File: config.mk
export PLATFORM = sky130hd
export DESIGN_NAME = n64_ctrl_responder
export DESIGN_NICKNAME = d
export VERILOG_FILES = /design/src/rtl/n64_ctrl_responder.sv
export SDC_FILE = /design/constraint.sdc
export NUM_CORES = 1
export LEC_CHECK = 0
export CORE_MARGIN = 4
export CORE_UTILIZATION = 39
export CTS_CLUSTER_SIZE = 40
export DETAILED_ROUTE_END_ITERATION = 8
export HOLD_SLACK_MARGIN = 0.05
export PLACE_DENSITY_LB_ADDON = 0.2
export SKIP_LAST_GASP = 1
export SLEW_MARGIN = 20
export SYNTH_ARGS = -nofsm -noshare
export SYNTH_HDL_FRONTEND = slang
export SYNTH_SLANG_ARGS = --single-unit
File: constraint.sdc
create_clock -name PCLK -period 2.3 [get_ports PCLK]
set_input_delay 0.345 -clock PCLK [delete_from_list [all_inputs] [get_ports PCLK]]
set_output_delay 0.345 -clock PCLK [all_outputs]
set_load 0.1 [all_outputs]
File: src/rtl/n64_ctrl_responder.sv
// N64 joybus controller-side responder: decodes console command bytes on the one-wire
// line and answers with the ID or button frame; configured through an APB3 slave.
`timescale 1ns/1ps
module n64_ctrl_responder #(
  parameter int          CLK_PER_US = 100,
  parameter int          TURN_US    = 2,
  parameter int          IDLE_US    = 5,
  parameter logic [23:0] ID_DEFAULT = 24'h050002
) (
  input  logic        PCLK,
  input  logic        PRESERN,
  input  logic        PSEL,
  input  logic        PENABLE,
  input  logic        PWRITE,
  input  logic [31:0] PADDR,
  input  logic [31:0] PWDATA,
  output logic [31:0] PRDATA,
  output logic        PREADY,
  output logic        PSLVERR,
  input  logic        data_in,
  output logic        data_oe,
  output logic        busy
);

  typedef enum logic [2:0] {
    ST_IDLE, ST_RX_SAMPLE, ST_RX_WAIT, ST_TURN, ST_TX_LOW, ST_TX_HIGH, ST_TX_STOP, ST_DRAIN
  } state_t;

  localparam logic [15:0] T_1U   = 16'(CLK_PER_US - 1);
  localparam logic [15:0] T_2U   = 16'(2 * CLK_PER_US - 1);
  localparam logic [15:0] T_3U   = 16'(3 * CLK_PER_US - 1);
  localparam logic [15:0] T_TURN = 16'(TURN_US * CLK_PER_US - 1);
  localparam logic [15:0] T_IDLE = 16'(IDLE_US * CLK_PER_US - 1);

  function automatic logic [7:0] sat_inc(input logic [7:0] v);
    return (v == 8'hFF) ? v : v + 8'd1;
  endfunction

  logic        sync1_q, sync2_q, line_prev_q;
  state_t      state_q, state_d;
  logic [15:0] tmr_q, tmr_d;
  logic [5:0]  bit_cnt_q, bit_cnt_d, len_q, len_d;
  logic [7:0]  cmd_q, cmd_d, last_cmd_q, last_cmd_d;
  logic [31:0] shift_q, shift_d, buttons_q, buttons_d;
  logic [23:0] id_q, id_d;
  logic        enable_q, enable_d;
  logic [7:0]  resp_cnt_q, resp_cnt_d, err_cnt_q, err_cnt_d;
  logic        oe_q, oe_d, busy_q, busy_d;
  logic        line_s, fall, wr, clr, err_inc, resp_inc;
  logic [1:0]  addr;
  logic        unused_ok;

  assign line_s    = sync2_q;
  assign fall      = line_prev_q & ~sync2_q;
  assign addr      = PADDR[3:2];
  assign wr        = PSEL & PENABLE & PWRITE;
  assign clr       = wr && (addr == 2'd1) && PWDATA[31];
  assign unused_ok = &{1'b0, PADDR[31:4], PADDR[1:0]};

  assign PREADY  = 1'b1;
  assign PSLVERR = 1'b0;
  assign data_oe = oe_q;
  assign busy    = busy_q;

  always_comb begin
    case (addr)
      2'd0:    PRDATA = buttons_q;
      2'd1:    PRDATA = {7'd0, busy_q, err_cnt_q, resp_cnt_q, last_cmd_q};
      2'd2:    PRDATA = {8'd0, id_q};
      default: PRDATA = {31'd0, enable_q};
    endcase
  end

  always_comb begin
    state_d    = state_q;
    tmr_d      = tmr_q + 16'd1;
    bit_cnt_d  = bit_cnt_q;
    len_d      = len_q;
    cmd_d      = cmd_q;
    last_cmd_d = last_cmd_q;
    shift_d    = shift_q;
    err_inc    = 1'b0;
    resp_inc   = 1'b0;
    case (state_q)
      ST_IDLE: begin
        tmr_d = '0;
        if (enable_q && fall) begin
          state_d   = ST_RX_SAMPLE;
          bit_cnt_d = '0;
        end
      end
      ST_RX_SAMPLE: if (tmr_q == T_2U) begin
        tmr_d = '0;
        if (bit_cnt_q < 6'd8) begin
          cmd_d     = {cmd_q[6:0], line_s};
          bit_cnt_d = bit_cnt_q + 6'd1;
          state_d   = ST_RX_WAIT;
        end else if (!line_s) begin
          err_inc = 1'b1;
          state_d = ST_DRAIN;
        end else begin
          // Response word is frozen here so APB writes during TX only affect the next frame
          last_cmd_d = cmd_q;
          bit_cnt_d  = '0;
          if (cmd_q == 8'h00 || cmd_q == 8'hFF) begin
            shift_d = {id_q, 8'h00};
            len_d   = 6'd24;
            state_d = ST_TURN;
          end else if (cmd_q == 8'h01) begin
            shift_d = buttons_q;
            len_d   = 6'd32;
            state_d = ST_TURN;
          end else begin
            err_inc = 1'b1;
            state_d = ST_IDLE;
          end
        end
      end
      ST_RX_WAIT: begin
        if (fall) begin
          state_d = ST_RX_SAMPLE;
          tmr_d   = '0;
        end else if (!line_s) begin
          tmr_d = '0;
        end else if (tmr_q == T_IDLE) begin
          err_inc = 1'b1;
          state_d = ST_IDLE;
        end
      end
      ST_TURN: begin
        if (!line_s) begin
          tmr_d = '0;
        end else if (tmr_q == T_TURN) begin
          state_d = ST_TX_LOW;
          tmr_d   = '0;
        end
      end
      ST_TX_LOW: if (tmr_q == (shift_q[31] ? T_1U : T_3U)) begin
        state_d = ST_TX_HIGH;
        tmr_d   = '0;
      end
      ST_TX_HIGH: if (tmr_q == (shift_q[31] ? T_3U : T_1U)) begin
        tmr_d     = '0;
        shift_d   = {shift_q[30:0], 1'b0};
        bit_cnt_d = bit_cnt_q + 6'd1;
        state_d   = (bit_cnt_q == len_q - 6'd1) ? ST_TX_STOP : ST_TX_LOW;
      end
      ST_TX_STOP: if (tmr_q == T_2U) begin
        state_d  = ST_IDLE;
        resp_inc = 1'b1;
      end
      default: begin
        if (!line_s) begin
          tmr_d = '0;
        end else if (tmr_q == T_IDLE) begin
          state_d = ST_IDLE;
        end
      end
    endcase

    oe_d   = (state_d == ST_TX_LOW) || (state_d == ST_TX_STOP);
    busy_d = (state_d != ST_IDLE);

    buttons_d  = (wr && addr == 2'd0) ? PWDATA : buttons_q;
    id_d       = (wr && addr == 2'd2) ? PWDATA[23:0] : id_q;
    enable_d   = (wr && addr == 2'd3) ? PWDATA[0] : enable_q;
    resp_cnt_d = clr ? 8'd0 : resp_cnt_q + {7'd0, resp_inc};
    err_cnt_d  = clr ? 8'd0 : (err_inc ? sat_inc(err_cnt_q) : err_cnt_q);
  end

  always_ff @(posedge PCLK) begin
    if (!PRESERN) begin
      sync1_q     <= 1'b1;
      sync2_q     <= 1'b1;
      line_prev_q <= 1'b1;
      state_q     <= ST_IDLE;
      tmr_q       <= '0;
      bit_cnt_q   <= '0;
      len_q       <= '0;
      cmd_q       <= '0;
      last_cmd_q  <= '0;
      shift_q     <= '0;
      buttons_q   <= '0;
      id_q        <= ID_DEFAULT;
      enable_q    <= 1'b0;
      resp_cnt_q  <= '0;
      err_cnt_q   <= '0;
      oe_q        <= 1'b0;
      busy_q      <= 1'b0;
    end else begin
      sync1_q     <= data_in;
      sync2_q     <= sync1_q;
      line_prev_q <= sync2_q;
      state_q     <= state_d;
      tmr_q       <= tmr_d;
      bit_cnt_q   <= bit_cnt_d;
      len_q       <= len_d;
      cmd_q       <= cmd_d;
      last_cmd_q  <= last_cmd_d;
      shift_q     <= shift_d;
      buttons_q   <= buttons_d;
      id_q        <= id_d;
      enable_q    <= enable_d;
      resp_cnt_q  <= resp_cnt_d;
      err_cnt_q   <= err_cnt_d;
      oe_q        <= oe_d;
      busy_q      <= busy_d;
    end
  end

endmodule

* After elaboration in Yosys (flattened, before gate mapping)
Cells that the tools add are included.
** Cells by class
- Bitwise operators :: 7
- Reduce and logical (&&, ||, !) cells :: 22
- Eq/ne operators :: 26
- Mux-type cells :: 52
- Order comparisons :: 1
- $add $sub $neg :: 5
** Operator list (number)
- 32-bit two-way mux :: 6
- 16-bit one-hot mux with 7 select lines :: 1
- 16-bit two-way mux :: 6
- 32-bit one-hot mux with 3 select lines :: 1
- 32-bit one-hot mux with 2 select lines :: 1
- 6-bit two-way mux :: 7
- 3-bit two-way mux :: 12
- 16-bit by 9-bit equality test with 1-bit output :: 2
- 3-bit one-hot mux with 7 select lines :: 1
- 9-bit two-way mux :: 2
- 6-bit one-hot mux with 3 select lines :: 1
- 16-bit by 1-bit adder with 16-bit output (second input constant) :: 1
- 16-bit by 8-bit equality test with 1-bit output (second input constant) :: 1
- 16-bit by 9-bit equality test with 1-bit output (second input constant) :: 1
- 8-bit equality test (second input constant) :: 2
- 3-bit equality test (second input constant) :: 5
- 1-bit two-way mux :: 10
- 2-bit inequality test (second input constant) :: 5
- 5-bit AND reduction :: 2
- 8-bit by 1-bit adder with 8-bit output :: 1
- 8-bit by 1-bit adder with 8-bit output (second input constant) :: 1
- 8-bit by 1-bit equality test with 1-bit output (second input constant) :: 1
- 8-bit zero test :: 1
- 6-bit by 1-bit adder with 6-bit output (second input constant) :: 1
- other kinds (23) :: 41
** Storage, ports and cells
- Output and inout port bits :: 36
- Register bits :: 157
- Input bits :: 70
- Logic and storage cells :: 130

* Longest topological paths before layout
- Depth after elaboration :: 9
- Depth in mapped cells :: 10
- Depth with buffers taken out :: 9

* Least setup slack after synthesis
Ideal clock, no wire load.
- Path type :: input-to-output
- Start point :: input port PADDR[3]
- End point :: output port PRDATA[14]
- Buffers on the path :: 2
- Arrival time :: 3.435 ns
- Required time :: 1.955 ns
- Slack :: -1.480 ns
- Stages on the path :: 4
- Cells stage by stage :: clkbuf_1 > buf_1 > mux2i_1 > o21ai_0
** On the way
- Cells in the longest elaborated chain, start to end :: 2
- Elaborated cells on any way between the ends :: 4
- Those cells by class :: eq/ne (2); mux (1); reduce/logical (1)
** RTL lines
- from (decl) :: RTL line 15 : input logic [31:0] PADDR,
- 2-bit equality test, or another cell as far along :: RTL line 66 : case (addr)
- 32-bit one-hot mux with 3 select lines * :: RTL line 66
- to (decl) :: RTL line 17 : output logic [31:0] PRDATA,
Mark *: on every way between the ends. The rest lies on a longest branch, timed or not.

* Final worst setup path
- Start point :: register tmr_q[1]
- End point :: register err_cnt_q[5]
** On the way
- Cells in the longest elaborated chain, start to end :: 6
- Elaborated cells on any way between the ends :: 8
- Those cells by class :: eq/ne (2); mux (5); reduce/logical (1)
** RTL lines
- from (decl) :: RTL line 41 : logic [15:0] tmr_q, tmr_d;
- from (signal assigned) :: RTL line 195 : tmr_q <= tmr_d;
- 16-bit by 9-bit equality test with 1-bit output :: RTL line 125 : end else if (tmr_q == T_IDLE) begin
- 1-bit two-way mux :: RTL line 125
- 1-bit two-way mux :: RTL line 123 : end else if (!line_s) begin
- 1-bit two-way mux :: RTL line 120 : if (fall) begin
- 1-bit one-hot mux with 2 select lines * :: RTL line 84 : case (state_q)
- 2-bit AND reduction (no source line) *
- to (signal assigned) :: RTL line 205 : err_cnt_q <= err_cnt_d;
- to (decl) :: RTL line 47 : logic [7:0] resp_cnt_q, resp_cnt_d, err_cnt_q, err_cnt_d;
Marks and branches as above.
A chain may end at the register's enable or synchronous reset.

==> run metrics <==
unrepaired setup endpoints after global routing=true; min-delay src=PRESERN; Residual DRC=0; Worst Reg-to-Reg Cells=7; I/O Buffers=73; CTS H-tree depth=4; Core ar.=18800 µm²; # clock sinks=153; sequential cell area=3070 µm²; EDFF count, synth=0; synthesized area per cell=8.38 µm²; via count=6770; CTS buffer count=17; mean routed wirelength per cell=16.7 µm; Worst VDD drop=0.000472 V; Most used DFF post-synth=dfxtp_1; final setup TNS=-1.87 ns; critical path capture point type=register; minimum hold slack=0.251 ns; Cells after Synth=894; Power Total=5.92 mW; failing checks=negative setup slack; R2R Setup Slk=-0.1 ns; Detailed Routing Iterations Pass 1=6; crit path launch=tmr_q[1]$_SDFF_PN0_; Max-Cap Viols=0; Area growth syn-to-layout=39.7%; number of global-route vias before repair=6373; clk buf depth=2; largest net degree at the start of global routing=57; initial drt markers=396; Worst R2R End=err_cnt_q[5]$_SDFFE_PP0P_; Sequential Power Share=0.452; Clk pwr share=0.483; die area=21500 µm²; Inserted Diodes=0; CP arrival=2.75 ns; first-pass GRT wire length=33700 µm; worst-margin pin slew=0.666 ns; # placed instances=1238; commonest cells after routing, fill and taps aside=nand2_1, dfxtp_1, buf_4; worst rel slew slack=0.551; Async SR Flop Fraction=0; worst hold endpoint=id_q[16]$_SDFFE_PN1P_; Post-DP Area=9430 µm²; syn_nets=969; Finished Cell Area=10500 µm²; hold_buf cts=0; Routed WL=21500 µm; Switching Share=0.242; Multi-input gate area=4530 µm²; commonest non-fill, non-tap cell in the layout=nand2_1; Int Pwr=4.49 mW; final worst path period need=2.40 ns; total track usage=0.195; Final Non-Filler Cells=1287; leak pwr=3.81 nW; fin crit share=1.04; fillcell total=1693; sw power=1.43 mW; Final ANT Viol Nets=0; distinct cell type count after synthesis=64; DP HPWL=14700 µm; Yosys warning total=0; flops & latches, synth=153; Fin. Hold Viols=0; CTS Root Cell=clkbuf_16; CTS tree=yes; CP Class=reg -> reg; grt ovf=0; Initial Utilization=0.398; status=finished, violations left; clock latency at the later pin of the worst-skew pair=0.42 ns; Clock transition at path regs=0.07 ns; CP Launch Type=register; DR vias/cell=5.26; Max FO, Critical Path=8; final net count=1089; Die Y=147 µm; Synth Cell Area=7490 µm²; Comb power frac=0.065; Worst Path Required=2.65 ns; worst setup margin=-0.0981 ns; antenna violations before repair=0; fin. max-slew vios=0; post-synthesis sequential area ratio=0.409; GP Congestion=0.830; min-delay worst type=in -> reg; share of layout cells above drive strength 1=0.235; worst hold stages=2; top achievable clock speed=417 MHz; pwr dens=565 nW/µm²; io pins=106; Rows=50; Die Wd=147 µm; Fin Clk Skew=0.00797 ns; FF-to-FF Start=tmr_q[1]$_SDFF_PN0_; setup violators final=45
## final cells by class
cell class                 count  share of cell area
clock inverter                14              0.0154
multi-input combinational    673               0.433
sequential                   153               0.293
inverter                       8             0.00287
clock buffer                  18              0.0420
timing repair buffer         161               0.183
tap                          260              0.0311
## through the flow
step / setup slack [ns] / utilization
global placement: -0.0727 / 0.501
floorplan: -0.300 / -
detailed placement: -0.120 / 0.501
CTS: -0.0871 / 0.542
global route: -0.176 / 0.556
finish: -0.0981 / 0.556
## synthesized netlist by cell type, types with 9 or more instances
cell,count,share of area
dfxtp_1,153,0.41
a22o_1,25,0.029
nand2_1,201,0.10
a21boi_0,67,0.067
nor2b_1,18,0.015
mux2i_1,60,0.080
nand3_1,40,0.027
clkbuf_1,45,0.023
nor2_1,41,0.021
xnor2_1,10,0.012
a21oi_1,14,0.0094
o21ai_0,59,0.039
or4_1,9,0.0090
xor2_1,11,0.013
and3_1,12,0.010
and2_1,15,0.013
## power by group through the flow
| stage | sequential [mW] | combinational (mW) | clock, mW |
|---|---|---|---|
| 3_3_place_gp | 2.74 | 0.366 | 0 |
| 5_1_grt | 2.68 | 0.403 | 3.02 |
| 6_report | 2.68 | 0.383 | 2.86 |
| 3_5_place_dp | 2.74 | 0.366 | 0 |
| 4_1_cts | 2.68 | 0.368 | 2.90 |
| 2_1_floorplan | 2.73 | 0.203 | 0 |
## worst max-delay path by stage
stage / end / slack (ns) / cells after the start
finish: err_cnt_q[5]$_SDFFE_PP0P_ / -0.1 / 7
global route: err_cnt_q[6]$_SDFFE_PP0P_ / -0.18 / 8
CTS: err_cnt_q[5]$_SDFFE_PP0P_ / -0.09 / 7
detailed placement: bit_cnt_q[3]$_SDFFE_PN0P_ / -0.12 / 8
global placement: bit_cnt_q[3]$_SDFFE_PN0P_ / -0.07 / 8
floorplan: PRDATA[11] / -0.30 / 3
## worst max-delay path, stage by stage, from the launching register on
cell and delay (ns):
dfxtp_2 0.35, ha_4 0.13, or4b_4 0.47, or4_4 0.54
nor2_4 0.15, a41oi_4 0.08, or4_1 0.47, a21oi_1 0.13
## timing repair
item,4_1_cts,5_1_grt
buffers inserted,6,5
gates cloned,2,5
resized for setup,23,45
setup endpoints to repair,55,88
hold endpoints to repair,0,0
pin swaps,15,32
## layer usage
metal	share of wire	up-vias	track usage
li1	-	3356	-
met1	0.47	3206	0.272
met2	0.45	179	0.299
met3	0.056	29	0.0478
met4	0.018	0	0.0574
met5	0	-	0
## state kept, by name, summed over array words and instances (netlist names), 3 cells and up
register    flops
buttons_q      32
shift_q        32
id_q           24
tmr_q          16
cmd_q           8
err_cnt_q       8
last_cmd_q      8
resp_cnt_q      8
bit_cnt_q       6
state_q         3
## cells by family (layout without fill, tap and decap cells)
group,after synthesis,count (layout),share of synthesized area
buf+inv,69,201,0.0411
xor+xnor,21,21,0.0245
compound gates,197,198,0.185
fa+ha+maj,5,5,0.00835
mux,61,61,0.0832
simple gates,386,386,0.248
flops,153,153,0.409
other cells,2,2,0.00100
(Power assumes the default switching activity.)
